`config.mk`:
```
export PLATFORM = sky130hd
export DESIGN_NAME = fifo_word_packer
export DESIGN_NICKNAME = d
export VERILOG_FILES = /design/src/rtl/fifo_pack_pkg.sv /design/src/rtl/fifo_pack_idle_timer.sv /design/src/rtl/fifo_word_packer.sv
export SDC_FILE = /design/constraint.sdc
export NUM_CORES = 1
export LEC_CHECK = 0
export ABC_AREA = 1
export BUFFER_PORTS_ARGS = -buffer_cell sky130_fd_sc_hd__buf_2
export CAP_MARGIN = 20
export CORE_UTILIZATION = 55
export DETAILED_ROUTE_END_ITERATION = 8
export GPL_TIMING_DRIVEN = 0
export PLACE_DENSITY = 0.77
export SLEW_MARGIN = 20
export SYNTH_ARGS = -nofsm -noshare
export SYNTH_HDL_FRONTEND = slang
export SYNTH_HIERARCHICAL = 1
export SYNTH_SLANG_ARGS = --single-unit
```
`constraint.sdc`:
```
create_clock -name clk -period 3.6 [get_ports clk]
set_input_delay 0.54 -clock clk [delete_from_list [all_inputs] [get_ports clk]]
set_output_delay 0.54 -clock clk [all_outputs]
set_load 0.01 [all_outputs]
```
`src/rtl/fifo_pack_pkg.sv`:
```
// Shared types and defaults for the FIFO read-side word packer.
package fifo_pack_pkg;

  typedef enum logic {
    FILL  = 1'b0,
    FLUSH = 1'b1
  } pack_state_e;

  localparam int BYTES_DEF   = 4;
  localparam int TIMEOUT_DEF = 64;

  // Low cnt bits set; cnt ranges 0..8.
  function automatic logic [7:0] keep_mask(input logic [3:0] cnt);
    return 8'((9'd1 << cnt) - 9'd1);
  endfunction

endpackage

```
`src/rtl/fifo_pack_idle_timer.sv`:
```
// Idle counter for the packer's auto-flush: asserts expired in the cycle the
// run count reaches TIMEOUT. Used only when FIFO_PACK_TIMEOUT_EN is defined.
module fifo_pack_idle_timer #(
  parameter int TIMEOUT = 64
) (
  input  logic clk,
  input  logic rst,
  input  logic run,
  input  logic clr,
  output logic expired
);

  localparam int TW = $clog2(TIMEOUT + 1);

  logic [TW-1:0] tcnt;

  always_ff @(posedge clk) begin
    if (rst || clr) begin
      tcnt <= '0;
    end else if (run && tcnt != TW'(TIMEOUT)) begin
      tcnt <= tcnt + 1'b1;
    end
  end

  assign expired = run && !clr && (tcnt == TW'(TIMEOUT - 1));

endmodule

```
`src/rtl/fifo_word_packer.sv`:
```
// Pops bytes from a show-ahead FIFO and packs BYTES of them little-endian into
// a valid/ready word stream. Optional idle auto-flush via FIFO_PACK_TIMEOUT_EN.
module fifo_word_packer
  import fifo_pack_pkg::*;
#(
  parameter int BYTES   = BYTES_DEF,
  parameter int TIMEOUT = TIMEOUT_DEF
) (
  input  logic                 clk,
  input  logic                 rst,
  input  logic                 fifo_empty,
  input  logic [7:0]           fifo_rdata,
  output logic                 fifo_rinc,
  input  logic                 flush,
  output logic                 out_valid,
  input  logic                 out_ready,
  output logic [8*BYTES-1:0]   out_data,
  output logic [BYTES-1:0]     out_keep,
  output logic                 busy
);

  localparam int CW = $clog2(BYTES + 1);
  localparam int DW = 8 * BYTES;

  if (BYTES < 2 || BYTES > 8) begin : g_bad_bytes
    $error("fifo_word_packer: BYTES must be in 2..8");
  end
  if (TIMEOUT < 1) begin : g_bad_timeout
    $error("fifo_word_packer: TIMEOUT must be >= 1");
  end

  pack_state_e       state;
  logic [CW-1:0]     cnt;
  logic [DW-1:0]     acc;
  logic [CW-1:0]     widx;
  logic [BYTES-1:0]  keep_now;
  logic [DW-1:0]     data_mask;
  logic              out_free;
  logic              transfer;
  logic              pop;
  logic              timeout_hit;

  assign out_free = !out_valid || out_ready;
  assign transfer = out_free && ((cnt == CW'(BYTES)) || (state == FLUSH && cnt != '0));
  // Gated by rst so no FIFO byte is consumed and then discarded during reset.
  assign pop      = !rst && (state == FILL) && !fifo_empty &&
                    ((cnt < CW'(BYTES)) || transfer);
  assign fifo_rinc = pop;
  assign busy      = (cnt != '0) || out_valid || (state == FLUSH);

  // A pop in a transfer cycle starts the next word at byte 0.
  assign widx     = transfer ? '0 : cnt;
  assign keep_now = BYTES'(keep_mask(4'(cnt)));

  // Bytes beyond cnt may hold stale data; they are zeroed on the way out.
  always_comb begin
    data_mask = '0;
    for (int i = 0; i < BYTES; i++) begin
      data_mask[8*i +: 8] = {8{keep_now[i]}};
    end
  end

  always_ff @(posedge clk) begin
    if (pop) begin
      acc[8*widx +: 8] <= fifo_rdata;
    end
  end

`ifdef FIFO_PACK_TIMEOUT_EN
  logic tmr_run;
  logic tmr_clr;

  assign tmr_run = (state == FILL) && (cnt != '0) && fifo_empty;
  assign tmr_clr = pop || (cnt == '0);

  fifo_pack_idle_timer #(
    .TIMEOUT (TIMEOUT)
  ) u_idle_timer (
    .clk     (clk),
    .rst     (rst),
    .run     (tmr_run),
    .clr     (tmr_clr),
    .expired (timeout_hit)
  );
`else
  assign timeout_hit = 1'b0;
`endif

  always_ff @(posedge clk) begin
    if (rst) begin
      state     <= FILL;
      cnt       <= '0;
      out_valid <= 1'b0;
      out_data  <= '0;
      out_keep  <= '0;
    end else begin
      if (transfer) begin
        out_valid <= 1'b1;
        out_data  <= acc & data_mask;
        out_keep  <= keep_now;
      end else if (out_ready) begin
        out_valid <= 1'b0;
      end

      if (transfer) begin
        cnt <= pop ? CW'(1) : '0;
      end else if (pop) begin
        cnt <= cnt + 1'b1;
      end

      case (state)
        FILL: begin
          if (flush || timeout_hit) begin
            state <= FLUSH;
          end
        end
        FLUSH: begin
          if (cnt == '0 || transfer) begin
            state <= FILL;
          end
        end
        default: state <= FILL;
      endcase
    end
  end

endmodule
```
# After elaboration in Yosys (flattened, before gate mapping)
# Cells that the tools add are included.
[totals] regBits=73 in_bits=13 output_inout_bits=39
[classes] addsub=3 eq_ne=1 muxes=10 order_cmp=1 reduce_logical=18 bitwise_logic=2 shift=3
[ops] cell="$neg A6 Y34" count=1
[ops] cell="$shift A8 B34 Y32 const A" count=1
[ops] cell="$shiftx A8 B34 Y32" count=1
[ops] cell="$and A32 B32 Y32" count=1
[ops] cell="$bwmux W32" count=1
[ops] cell="$mux W3" count=3
[ops] cell="$logic_or A1 B1 Y1" count=6
[ops] cell="$logic_and A1 B1 Y1" count=5
[ops] cell="$mux W1" count=5
[ops] cell="$reduce_bool A2 Y1" count=2
[ops] cell="$shl A1 B3 Y4 const A" count=1
[ops] cell="$sub A4 B1 Y4 const B" count=1
[ops] cell="$add A3 B1 Y3 const B" count=1
[ops] cell="$eq A3 B3 Y1 const B" count=1
[ops] cell="$logic_not A1 Y1" count=3
[ops] cell="$logic_not A3 Y1" count=1
[ops] cell="$lt A3 B3 Y1 const B" count=1
[ops] cell="$reduce_bool A3 Y1" count=1
[ops] cell="$pmux W1 S2" count=1
[ops] cell="$not A1 Y1" count=1

# Longest topological paths before layout
[logic_depth] ltp_word=8 mapped_depth=13 depth_no_buf=12

# Worst setup path before layout
# OpenSTA, ideal clock, no wires.
[synth_path] kind="register -> register" start="reg cnt[0]" end="reg acc[0] (enable)" setup_slack_ns=0.543 path_stages_with_launch=13 setup_ns=0.383 required_time_ns=3.217 period_less_slack_ns=3.057 t_arrival_ns=2.674 cell_sequence="dfxtp_1 > inv_1 > ha_1 > inv_1 > nand2_1 > nand3_4 > buf_6 > nand2_1 > ha_1 > inv_1 > clkbuf_1 > nand2_1 > nor3_1"
[synth_via] elab_chain_len=6 word_cells_on_any_way=8 classes_between="order compare: 1; eq/ne: 1; reduce/logical: 6"
[synth_lines] item="from (decl)" line_no="fifo_word_packer.sv:33" text="logic [CW-1:0] cnt;"
[synth_lines] item="from (signal assigned)" line_no="fifo_word_packer.sv:106" text="cnt <= pop ? CW'(1) : '0;"
[synth_lines] item="from (signal assigned)" line_no="fifo_word_packer.sv:108" text="cnt <= cnt + 1'b1;"
[synth_lines] item="branches (longest 4 deep; another with $lt A3 B3 Y1)"
[synth_lines] item="$logic_or A1 B1 Y1 *" line_no="fifo_word_packer.sv:47" text="((cnt < CW'(BYTES)) || transfer);"
[synth_lines] item="$logic_and A1 B1 Y1 *" line_no="fifo_word_packer.sv:46" text="assign pop = !rst && (state == FILL) && !fifo_empty &&"
[synth_lines] item="to (signal, indexed assignment)" line_no="fifo_word_packer.sv:65" text="acc[8*widx +: 8] <= fifo_rdata;"
[synth_lines] item="to (decl)" line_no="fifo_word_packer.sv:34" text="logic [DW-1:0] acc;"
# Mark *: on every way between the ends.
# A chain may end at the register's enable or synchronous reset.

# Worst setup path in the final report
[layout_path] start="reg cnt[0]" end="reg acc[6] (enable)"
# Same word-level chain as after synthesis.

==> out/metrics.yaml <==
synth_cell_types: 24
syn_inst: 319
synth_compound_area_share_pct: 1.765
wl_met3_um: 411
rows: 26
place_congestion: 0.8035
grt_first_pass_wirelength_um: 9239
path_clk_slew_ns: 0.07
p_leak_nw: 1.629
dieHeight_um: 74.70
fillers: 405
cts_tree: "built"
synth-simple-area-share_pct: 28.84
syn_to_final_growth_pct: 18.68
place_inst: 440
hpwlAfterDp_um: 4122
grt_overflow_total: 0
cts_inserted_buffers: 9
peakVddDrop_uv: 329.6
r2r_slack_ns: 0.30
yosysSeqAreaShare_pct: 61.30
whs_ns: 0.4301
route.met2.wl_um: 2858
slew_headroom_pct: 52.51
setup_viol: 0
clk_latency_ns: 0.34
ys_warn_count: 6
min_path_type: "primary input to flip-flop"
fin_setup_tns_ns: 0
period_needed_ns: 3.303
vias: 2258
wl_met1_um: 2520
ant_nets: 0
syn_area_per_cell_um2: 9.111
drive_gt1_share_pct: 22.02
status: "finished with violations"
cts.path.max_buffers: 2
syn_area_mm2: 0.002907
critPathBufInv: 5
postCtsSetupBuffers: 0
grtUsageTotal_pct: 23.66
critPathCaptureType: "flip-flop"
grt_pass1_vias: 1978
cp_slowest_cell: "nor3_2"
path_cells: "inv_1 -> ha_1 -> inv_1 -> nand2_1 -> nand3_4 -> buf_6 -> nand2_1 -> ha_1 -> inv_1 -> clkbuf_1 -> nand2_1 -> nor3_2"
power_density_mw_per_mm2: 557.1
dieArea_mm2: 0.005579
synth_mux_area_share_pct: 0
rsz0062_at_grt: "false"
ys_ff_latch: 73
violations: "design-rule violations"
worstMarginPinSlew_ns: 0.7098
die_w_um: 74.70
start_kind: "flip-flop"
synth_top_family_by_area: "simple AND/OR/NAND/NOR gates"
firstDrtPassIters: 6
fin_cells: 456
crit_arrival_ns: 3.28
grt_max_degree: 13
crit_path_max_incr_delay_ns: 0.59
synth.net_count: 339
diodes: 0
fin_nets: 401
drt-total-wl_um: 5860
ios: 52
highest_layer: "met4"
core_area_mm2: 0.005107
hold_viol: 0
via_per_inst: 4.952
initial_core_util_pct: 56.91
maxCapViolCount: 0
clockRootBuffer: "clkbuf_8"
crit_type: "flip-flop to flip-flop"
antenna_found_initial: 0
port_buffers: 51
clock_sinks: 73
drt_iter0_drc: 97
htreeDepth: 3
fmax_ghz: 0.3027
synth-adder-area-share_pct: 3.013
drc: 1
finalMaxSlewViolations: 0
fin_skew_ns: 0.004783
fin_crit_sh_pct: 91.75
cp_max_fo: 10
critPathRequiredTime_ns: 3.58
cp_top_family: "simple AND/OR/NAND/NOR gates"
wl_per_cell_um: 12.85
synth-xor-area-share_pct: 0.3013
## flip-flops by register name, summed over array words and instances (netlist names)
name	flops
out_valid	1
out_data	32
out_keep	4
acc	32
cnt	3
state	1
## metrics by stage
step | util, % | cell area, um^2 | power (mW) | setup slack (ns)
detailed placement | 63.62 | 3249 | 1.308 | 0.01158
floorplan | - | 2907 | 1.195 | 0.5430
global route | 67.54 | 3450 | 2.014 | 0.1053
CTS | 67.54 | 3450 | 1.932 | 0.3040
finish | 67.54 | 3450 | 1.922 | 0.2969
global placement | 63.62 | 3249 | 1.298 | 0.1340
## final timing paths
kind | from | end | depth (start not counted)
worst min register to register | out_data[4] | out_data[4] | 2
worst max-delay path | cnt[0] | acc[6] | 12
worst max register to register | cnt[0] | acc[6] | 12
worst min-delay path | rst | state | 2
## worst register-to-register path, delay by kind of cell (launching register included)
kind,cells,cell delay [ns]
and+or+nand+nor,5,1.03
buffers and inverters,5,0.81
adders and majority gates,2,0.63
DFF,1,0.47
## metal layers
metal | GRT usage (%) | vias up
met5 | 0 | -
met4 | 11.74 | 0
met3 | 5.890 | 6
met2 | 37.54 | 82
met1 | 30.44 | 1021
li1 | - | 1149
## placed cells by master, fill, tap and decap left out, types with 2 or more instances in the layout
| master | synthesis | routed |
|---|---|---|
| a21oi_1 | 3 | 3 |
| nand2_1 | 119 | 119 |
| o21ai_0 | 4 | 4 |
| clkbuf_1 | 2 | 2 |
| nand3_1 | 22 | 22 |
| nor2_1 | 37 | 37 |
| edfxtp_1 | 32 | 32 |
| nand2_2 | 3 | 3 |
| nor2_2 | 4 | 4 |
| nand4_1 | 8 | 8 |
| clkinv_1 | 2 | 3 |
| clkinv_2 | 0 | 3 |
| dfxtp_1 | 41 | 41 |
| buf_2 | 3 | 54 |
| ha_1 | 7 | 7 |
| inv_1 | 21 | 21 |
| buf_4 | 2 | 2 |
| clkbuf_8 | 0 | 10 |
## layout make-up
type / count / area (um^2) / area share, %
Sequential cell: 73 / 1782 / 51.65
Multi-Input combinational cell: 214 / 991.0 / 28.73
Timing Repair Buffer: 51 / 255.2 / 7.399
Clock buffer: 10 / 137.6 / 3.990
Inverter: 24 / 90.09 / 2.612
Tap cell: 70 / 87.58 / 2.539
Clock inverter: 6 / 57.56 / 1.668
Buffer: 8 / 48.80 / 1.415
## report_power, final
group	total, mW	internal [mW]	switching (mW)
combinational	0.336	0.113	0.224
clock	0.629	0.334	0.295
sequential	0.957	0.927	0.0296
## kinds of logic after synthesis
| kind of cell | after synthesis |
|---|---|
| simple gates | 198 |
| flops | 73 |
| buf+inv | 32 |
| compound gates | 8 |
| fa+ha+maj | 7 |
| xor+xnor | 1 |
## synthesized netlist by cell type (all sizes together)
cell	number	area [um^2]
nand3	24	137.6
a21oi	4	31.28
ha	7	87.58
nand2	123	476.7
nor2	41	163.9
nand4	8	50.05
xor2	1	8.760
o21ai	4	20.02
clkinv	2	7.510
buf	6	41.28
nor3	2	10.01
dfxtp	41	820.8
edfxtp	32	960.9
clkbuf	2	7.510
inv	22	82.58
## what timing repair did
| item | 4_1_cts | 5_1_grt |
|---|---|---|
| setup endpoints to repair | 8 | 0 |
| resized for setup | 1 | 0 |
| hold buffers | 0 | 0 |
(Power assumes the default switching activity.)
